===== config.mk =====
export PLATFORM = sky130hd
export DESIGN_NAME = crc_stream_gen
export DESIGN_NICKNAME = d
export VERILOG_FILES = /design/src/rtl/crc_stream_pkg.sv /design/src/rtl/lfsr.sv /design/src/rtl/crc_stream_gen.sv
export SDC_FILE = /design/constraint.sdc
export NUM_CORES = 1
export LEC_CHECK = 0
export BUFFER_PORTS_ARGS = -buffer_cell sky130_fd_sc_hd__buf_2
export CAP_MARGIN = 5
export CORE_MARGIN = 1.5
export CORE_UTILIZATION = 55
export DETAILED_ROUTE_END_ITERATION = 16
export PLACE_DENSITY = 0.88
export REMOVE_ABC_BUFFERS = 1
export SYNTH_ARGS = -nofsm -noshare
export SYNTH_HDL_FRONTEND = slang
export SYNTH_SLANG_ARGS = --single-unit

===== constraint.sdc =====
create_clock -name clk -period 3 [get_ports clk]
set_input_delay 0.3 -clock clk [delete_from_list [all_inputs] [get_ports clk]]
set_output_delay 0.3 -clock clk [all_outputs]
set_load 0.05 [all_outputs]

===== src/rtl/crc_stream_pkg.sv =====
// Shared types and sizing helpers for the streaming CRC generator.
// Pure declarations: no latency, no flow control.
package crc_stream_pkg;

  typedef enum logic {
    DATA   = 1'b0,
    APPEND = 1'b1
  } state_e;

  function automatic int crc_nbytes(input int crcw, input int dw);
    return crcw / dw;
  endfunction

  // The CRC is emitted as whole beats, so its width must split evenly into beats.
  function automatic bit crc_width_ok(input int crcw, input int dw);
    return (dw > 0) && ((crcw % dw) == 0);
  endfunction

endpackage


===== src/rtl/lfsr.sv =====
// Combinational LFSR/CRC core: advances LFSRW-bit state by DW data bits in one step.
// Zero latency, no flow control; the caller decides when to commit state_out.
module lfsr #(
  parameter int               LFSRW        = 32,
  parameter logic [LFSRW-1:0] LFSR_POLY    = 32'h04c11db7,
  parameter int               DW           = 8,
  parameter bit               GALOIS       = 1'b1,
  parameter bit               FEED_FORWARD = 1'b0,
  parameter bit               REVERSE      = 1'b1
) (
  input  logic [LFSRW-1:0] state_in,
  input  logic [DW-1:0]    data_in,
  output logic [LFSRW-1:0] state_out,
  output logic [DW-1:0]    data_out
);

  function automatic logic [LFSRW-1:0] bit_rev(input logic [LFSRW-1:0] v);
    logic [LFSRW-1:0] r;
    for (int i = 0; i < LFSRW; i++) begin
      r[i] = v[LFSRW-1-i];
    end
    return r;
  endfunction

  // LSB-first operation shifts right, so the tap mask is mirrored.
  localparam logic [LFSRW-1:0] TAPS = REVERSE ? bit_rev(LFSR_POLY) : LFSR_POLY;

  logic [LFSRW-1:0] st;
  logic [DW-1:0]    dout;
  logic             din;
  logic             sbit;
  logic             fb;

  always_comb begin
    st   = state_in;
    dout = '0;
    din  = 1'b0;
    sbit = 1'b0;
    fb   = 1'b0;
    for (int i = 0; i < DW; i++) begin
      din = REVERSE ? data_in[i] : data_in[DW-1-i];
      if (GALOIS) begin
        sbit = REVERSE ? st[0] : st[LFSRW-1];
      end else begin
        sbit = ^(st & TAPS);
      end
      fb = FEED_FORWARD ? sbit : (sbit ^ din);
      if (GALOIS) begin
        st = REVERSE ? (st >> 1) : (st << 1);
        if (fb) begin
          st = st ^ TAPS;
        end
      end else begin
        st = REVERSE ? {fb, st[LFSRW-1:1]} : {st[LFSRW-2:0], fb};
      end
      dout[REVERSE ? i : DW-1-i] = FEED_FORWARD ? (sbit ^ din) : fb;
    end
    state_out = st;
    data_out  = dout;
  end

endmodule


===== src/rtl/crc_stream_gen.sv =====
// Streaming CRC inserter: data beats pass through 1 cycle late, finalized CRC appended LSB beat first.
// One output register; input is stalled while it is full and not drained, and throughout CRC append.
module crc_stream_gen
  import crc_stream_pkg::*;
#(
  parameter int              DW      = 8,
  parameter int              CRCW    = 32,
  parameter logic [CRCW-1:0] POLY    = 32'h04c11db7,
  parameter logic [CRCW-1:0] INIT    = 32'hffffffff,
  parameter logic [CRCW-1:0] XOROUT  = 32'hffffffff,
  parameter bit              REVERSE = 1'b1
) (
  input  logic            clk,
  input  logic            nreset,
  input  logic            s_valid,
  output logic            s_ready,
  input  logic [DW-1:0]   s_data,
  input  logic            s_last,
  output logic            m_valid,
  input  logic            m_ready,
  output logic [DW-1:0]   m_data,
  output logic            m_last,
  output logic [CRCW-1:0] crc_out,
  output logic            crc_valid
);

  localparam int              NBYTES   = crc_nbytes(CRCW, DW);
  localparam int              IW       = (NBYTES > 1) ? $clog2(NBYTES) : 1;
  localparam logic [IW-1:0]   IDX_LAST = IW'(NBYTES - 1);

  if (!crc_width_ok(CRCW, DW)) begin : g_width_chk
    $error("crc_stream_gen: CRCW must be a non-zero multiple of DW");
  end

  state_e          state_q,     state_d;
  logic            sof_q,       sof_d;
  logic [IW-1:0]   idx_q,       idx_d;
  logic [CRCW-1:0] crc_q,       crc_d;
  logic [CRCW-1:0] fcs_q,       fcs_d;
  logic            m_valid_q,   m_valid_d;
  logic [DW-1:0]   m_data_q,    m_data_d;
  logic            m_last_q,    m_last_d;
  logic [CRCW-1:0] crc_out_q,   crc_out_d;
  logic            crc_valid_q, crc_valid_d;

  logic            out_load;
  logic            accept;
  logic [CRCW-1:0] lfsr_state_in;
  logic [CRCW-1:0] lfsr_state_out;
  logic [DW-1:0]   lfsr_data_unused;

  assign lfsr_state_in = sof_q ? INIT : crc_q;

  lfsr #(
    .LFSRW        (CRCW),
    .LFSR_POLY    (POLY),
    .DW           (DW),
    .GALOIS       (1'b1),
    .FEED_FORWARD (1'b0),
    .REVERSE      (REVERSE)
  ) u_lfsr (
    .state_in  (lfsr_state_in),
    .data_in   (s_data),
    .state_out (lfsr_state_out),
    .data_out  (lfsr_data_unused)
  );

  always_comb begin
    state_d     = state_q;
    sof_d       = sof_q;
    idx_d       = idx_q;
    crc_d       = crc_q;
    fcs_d       = fcs_q;
    m_valid_d   = m_valid_q;
    m_data_d    = m_data_q;
    m_last_d    = m_last_q;
    crc_out_d   = crc_out_q;
    crc_valid_d = 1'b0;

    out_load = !m_valid_q || m_ready;
    s_ready  = (state_q == DATA) && out_load;
    accept   = s_valid && s_ready;

    // A drained register with nothing new to load goes empty.
    if (out_load) begin
      m_valid_d = 1'b0;
    end

    case (state_q)
      DATA: begin
        if (accept) begin
          m_valid_d = 1'b1;
          m_data_d  = s_data;
          m_last_d  = 1'b0;
          crc_d     = lfsr_state_out;
          sof_d     = s_last;
          if (s_last) begin
            fcs_d       = lfsr_state_out ^ XOROUT;
            crc_out_d   = lfsr_state_out ^ XOROUT;
            crc_valid_d = 1'b1;
            idx_d       = '0;
            state_d     = APPEND;
          end
        end
      end
      APPEND: begin
        if (out_load) begin
          m_valid_d = 1'b1;
          m_data_d  = fcs_q[32'(idx_q) * DW +: DW];
          m_last_d  = (idx_q == IDX_LAST);
          if (idx_q == IDX_LAST) begin
            state_d = DATA;
          end else begin
            idx_d = idx_q + 1'b1;
          end
        end
      end
      default: state_d = DATA;
    endcase
  end

  always_ff @(posedge clk or negedge nreset) begin
    if (!nreset) begin
      state_q     <= DATA;
      sof_q       <= 1'b1;
      idx_q       <= '0;
      crc_q       <= '0;
      fcs_q       <= '0;
      m_valid_q   <= 1'b0;
      m_data_q    <= '0;
      m_last_q    <= 1'b0;
      crc_out_q   <= '0;
      crc_valid_q <= 1'b0;
    end else begin
      state_q     <= state_d;
      sof_q       <= sof_d;
      idx_q       <= idx_d;
      crc_q       <= crc_d;
      fcs_q       <= fcs_d;
      m_valid_q   <= m_valid_d;
      m_data_q    <= m_data_d;
      m_last_q    <= m_last_d;
      crc_out_q   <= crc_out_d;
      crc_valid_q <= crc_valid_d;
    end
  end

  assign m_valid   = m_valid_q;
  assign m_data    = m_data_q;
  assign m_last    = m_last_q;
  assign crc_out   = crc_out_q;
  assign crc_valid = crc_valid_q;

endmodule


==> parameters.txt <==
Parameter                              Value

Run status
  Result of the run ... completed

Logic synthesis
  Most instantiated flip-flop cell in the synthesis netlist ... dfrtp_1
  Synth cell types ... 32
  EDFF count, synth ... 0
  Synthesized area ... 0.00433 sq mm
  Average cell area after synthesis ... 11.4 sq um
  Top-area cell type share of the netlist area ... 45.1%
  Register bit total from synthesis ... 79
  Synthesized netlist cell count ... 381
  Largest cells by area after synthesis ... dfrtp_1, xnor2_1, mux2_2
  Sequential cell area fraction in the yosys report ... 45.7%
  Fraction of registers with async set or reset after synthesis ... 100%
  Leading area contributor after synthesis ... dfrtp_1
  Yosys synthesis warning count ... 0

Timing
  Highest clock frequency the design can meet ... 0.398 GHz
  Endpoints failing hold ... 0
  Count of final setup violators ... 0
  Worst clock skew ... 0.0102 ns
  RSZ-0062 raised after global routing ... no
  Final Slew Violations ... 0
  Worst slew slack as a fraction of its limit ... 35.1%
  Crit path setup slack, layout ... 0.485 ns
  Worst-Margin Slew ... 0.973 ns
  Share of the cycle needed by the critical path after routing ... 83.8%
  Final period demand of the worst path ... 2.51 ns

Drt
  Number of DRC markers after the initial detailed-route iteration ... 166
  Post-detailed-route via-to-cell ratio ... 5.44
  Detailed-routing iteration count for the pre-antenna-repair pass ... 5
  Number of DRC violations after detailed routing ... 0
  Average wire per standard cell ... 17.7 microns
  Sum of routed wire length over all layers ... 9580 microns
  Residual antenna-violating net count after detailed routing ... 0
  Overall via count from detail_route ... 2936

Placement
  IO buf count ... 56
  Worst setup slack before clock tree synthesis ... 0.525 ns
  Final weighted congestion in routability-driven placement ... 0.848
  DPL Wire Length ... 6890 microns
  Count of placed standard cells including taps ... 524

Worst setup path
  Arrival time of data at the critical path endpoint ... 2.75 ns
  Startpoint kind of the worst setup timing path ... flip-flop
  Minimum setup slack among reg-to-reg paths ... 0.49 ns
  Critical Setup Path Class ... reg2reg
  Reg2Reg Depth ... 6
  Data required time of the worst path ... 3.24 ns
  Maximum net fanout on the critical path ... 19
  Type of element capturing the critical path ... flip-flop

Clock network
  Clock latency reported for the late side of the worst-skew pair ... 0.36 ns
  CTS hold repair buffers ... 0
  Htree depth ... 3
  Num Clock Sinks ... 79
  Bufs on Longest Clock Path ... 2
  CTS clock-pin slew for the worst setup and hold paths ... 0.08 ns
  Clock tree from TritonCTS ... yes
  Resize count post-CTS ... 0
  Post-CTS setup-driven buffer insertion count ... 0
  Clock Root Buffer ... clkbuf_8
  Number of buffers created by CTS ... 9

Global route
  Combined global-route utilization of all metal layers ... 24.6%
  Pin count of the biggest net entering global routing ... 80
  Antenna violations before repair ... 0
  Remaining global-route overflow ... 0
  Global-route wire length before repair ... 15600 microns
  Number of global-route vias before repair ... 2944

Die
  Overall die width ... 91.7 microns
  Initial core utilization ... 56.3%
  Core box area ... 0.00769 sq mm
  Total number of placement rows ... 32
  Die extent in y ... 91.7 microns
  Area enclosed by the die boundary ... 0.00841 sq mm
  Top-Level Pins ... 57

Cells and area
  Fraction of layout cells with a size suffix above 1 ... 30.8%
  Antenna diode count ... 0
  Seq. cell area ... 0.00198 sq mm
  Final nets ... 447
  Total area of multi-input combinational cells ... 0.00222 sq mm
  Number of fill cells in the layout ... 610
  Filler-free cell count of the finished design ... 540
  Layout overhead on the synthesized area ... 13.0%

Min path
  Worst hold-check path type ... in2async

Job
  Max-capacitance violation count ... 0
[per-stage QoR]
step	hold WS [ns]	area, sq um	setup TNS, ns	utilization, %
final	0.101	4890	0	63.6
after floorplan	0.00441	4210	-11.23	-
after CTS	0.132	4890	0	63.6
after detailed placement	0.473	4690	0	61.0
after global placement	0.467	4690	0	61.0
after global routing	0.188	4890	0	63.6
[sequential cells by signal, indices dropped and copies added (netlist names)]
signal	flops
crc_out	32
crc_q	32
m_data	8
idx_q	2
crc_valid	1
m_last	1
m_valid	1
sof_q	1
state_q	1
[worst max-delay path: stages, from the launching register on]
cell,delay [ns]
dfstp_2,0.80
nor2_4,0.10
xnor2_4,0.26
xnor3_2,0.35
xnor3_2,0.44
xor2_1,0.19
mux2_2,0.27
[synth_stat cells (3+ instances only)]
cell / instances
xnor2_1: 57
nand3_1: 3
buf_6: 3
mux2i_1: 8
buf_1: 4
inv_1: 3
mux4_2: 8
xor2_1: 16
nand2_1: 39
xnor3_1: 3
a21oi_1: 8
dfrtp_1: 78
buf_2: 5
o21ai_0: 35
mux2_2: 31
clkbuf_1: 12
xnor2_2: 6
nor2_1: 44
nor2_4: 3
[cell type report]
type	count	share of cell area, %
inverters	3	0.230
repair buffers	65	7.17
clock inverters	3	0.870
multi-input cells	275	45.4
well taps	102	2.61
flip-flops and latches	79	40.5
clock buffers	13	3.25
[cell families after synthesis]
group | count (synthesis) | share of synthesized area, %
buf+inv | 27 | 3.01
flops | 79 | 45.7
fa+ha+maj | 1 | 0.289
compound gates | 43 | 4.97
xor+xnor | 89 | 22.5
simple gates | 94 | 9.08
mux | 48 | 14.4
[cells in the final DEF, fill, tap and decap left out, drive strengths merged, types with 5 or more instances in the layout]
cell type / synthesis / final
clkbuf: 12 / 13
xnor3: 5 / 5
xor2: 18 / 18
nand2: 39 / 39
xnor2: 65 / 65
o21ai: 35 / 35
mux2: 32 / 32
mux2i: 8 / 8
nor2: 47 / 47
mux4: 8 / 8
a21oi: 8 / 8
dfrtp: 78 / 78
buf: 12 / 65
[worst paths after layout]
kind                                        from                 endpoint
max in group asynchronous                 nreset  crc_out[29]$_DFFE_PN0P_
hold reg to reg            crc_q[31]$_DFFE_PN0P_    crc_q[31]$_DFFE_PN0P_
setup reg to reg               sof_q$_DFFE_PN1P_    crc_q[22]$_DFFE_PN0P_
min in group clk                         s_valid        m_valid$_DFF_PN0_
hold / removal                            nreset  crc_out[18]$_DFFE_PN0P_
setup / recovery               sof_q$_DFFE_PN1P_    crc_q[22]$_DFFE_PN0P_
[metal layers]
metal  vias to the layer above  GRT usage (%)  share of wire (%)
met5                         -              0                  0
met4                         0           11.3                2.8
met3                        19           4.31                5.5
met2                        90           38.3                 48
met1                      1464           33.8                 44
li1                       1363              -                  -
Power is left out: the tool's default activity adds up to more than one toggle a clock period on the data nets, which glitch-free logic cannot reach.
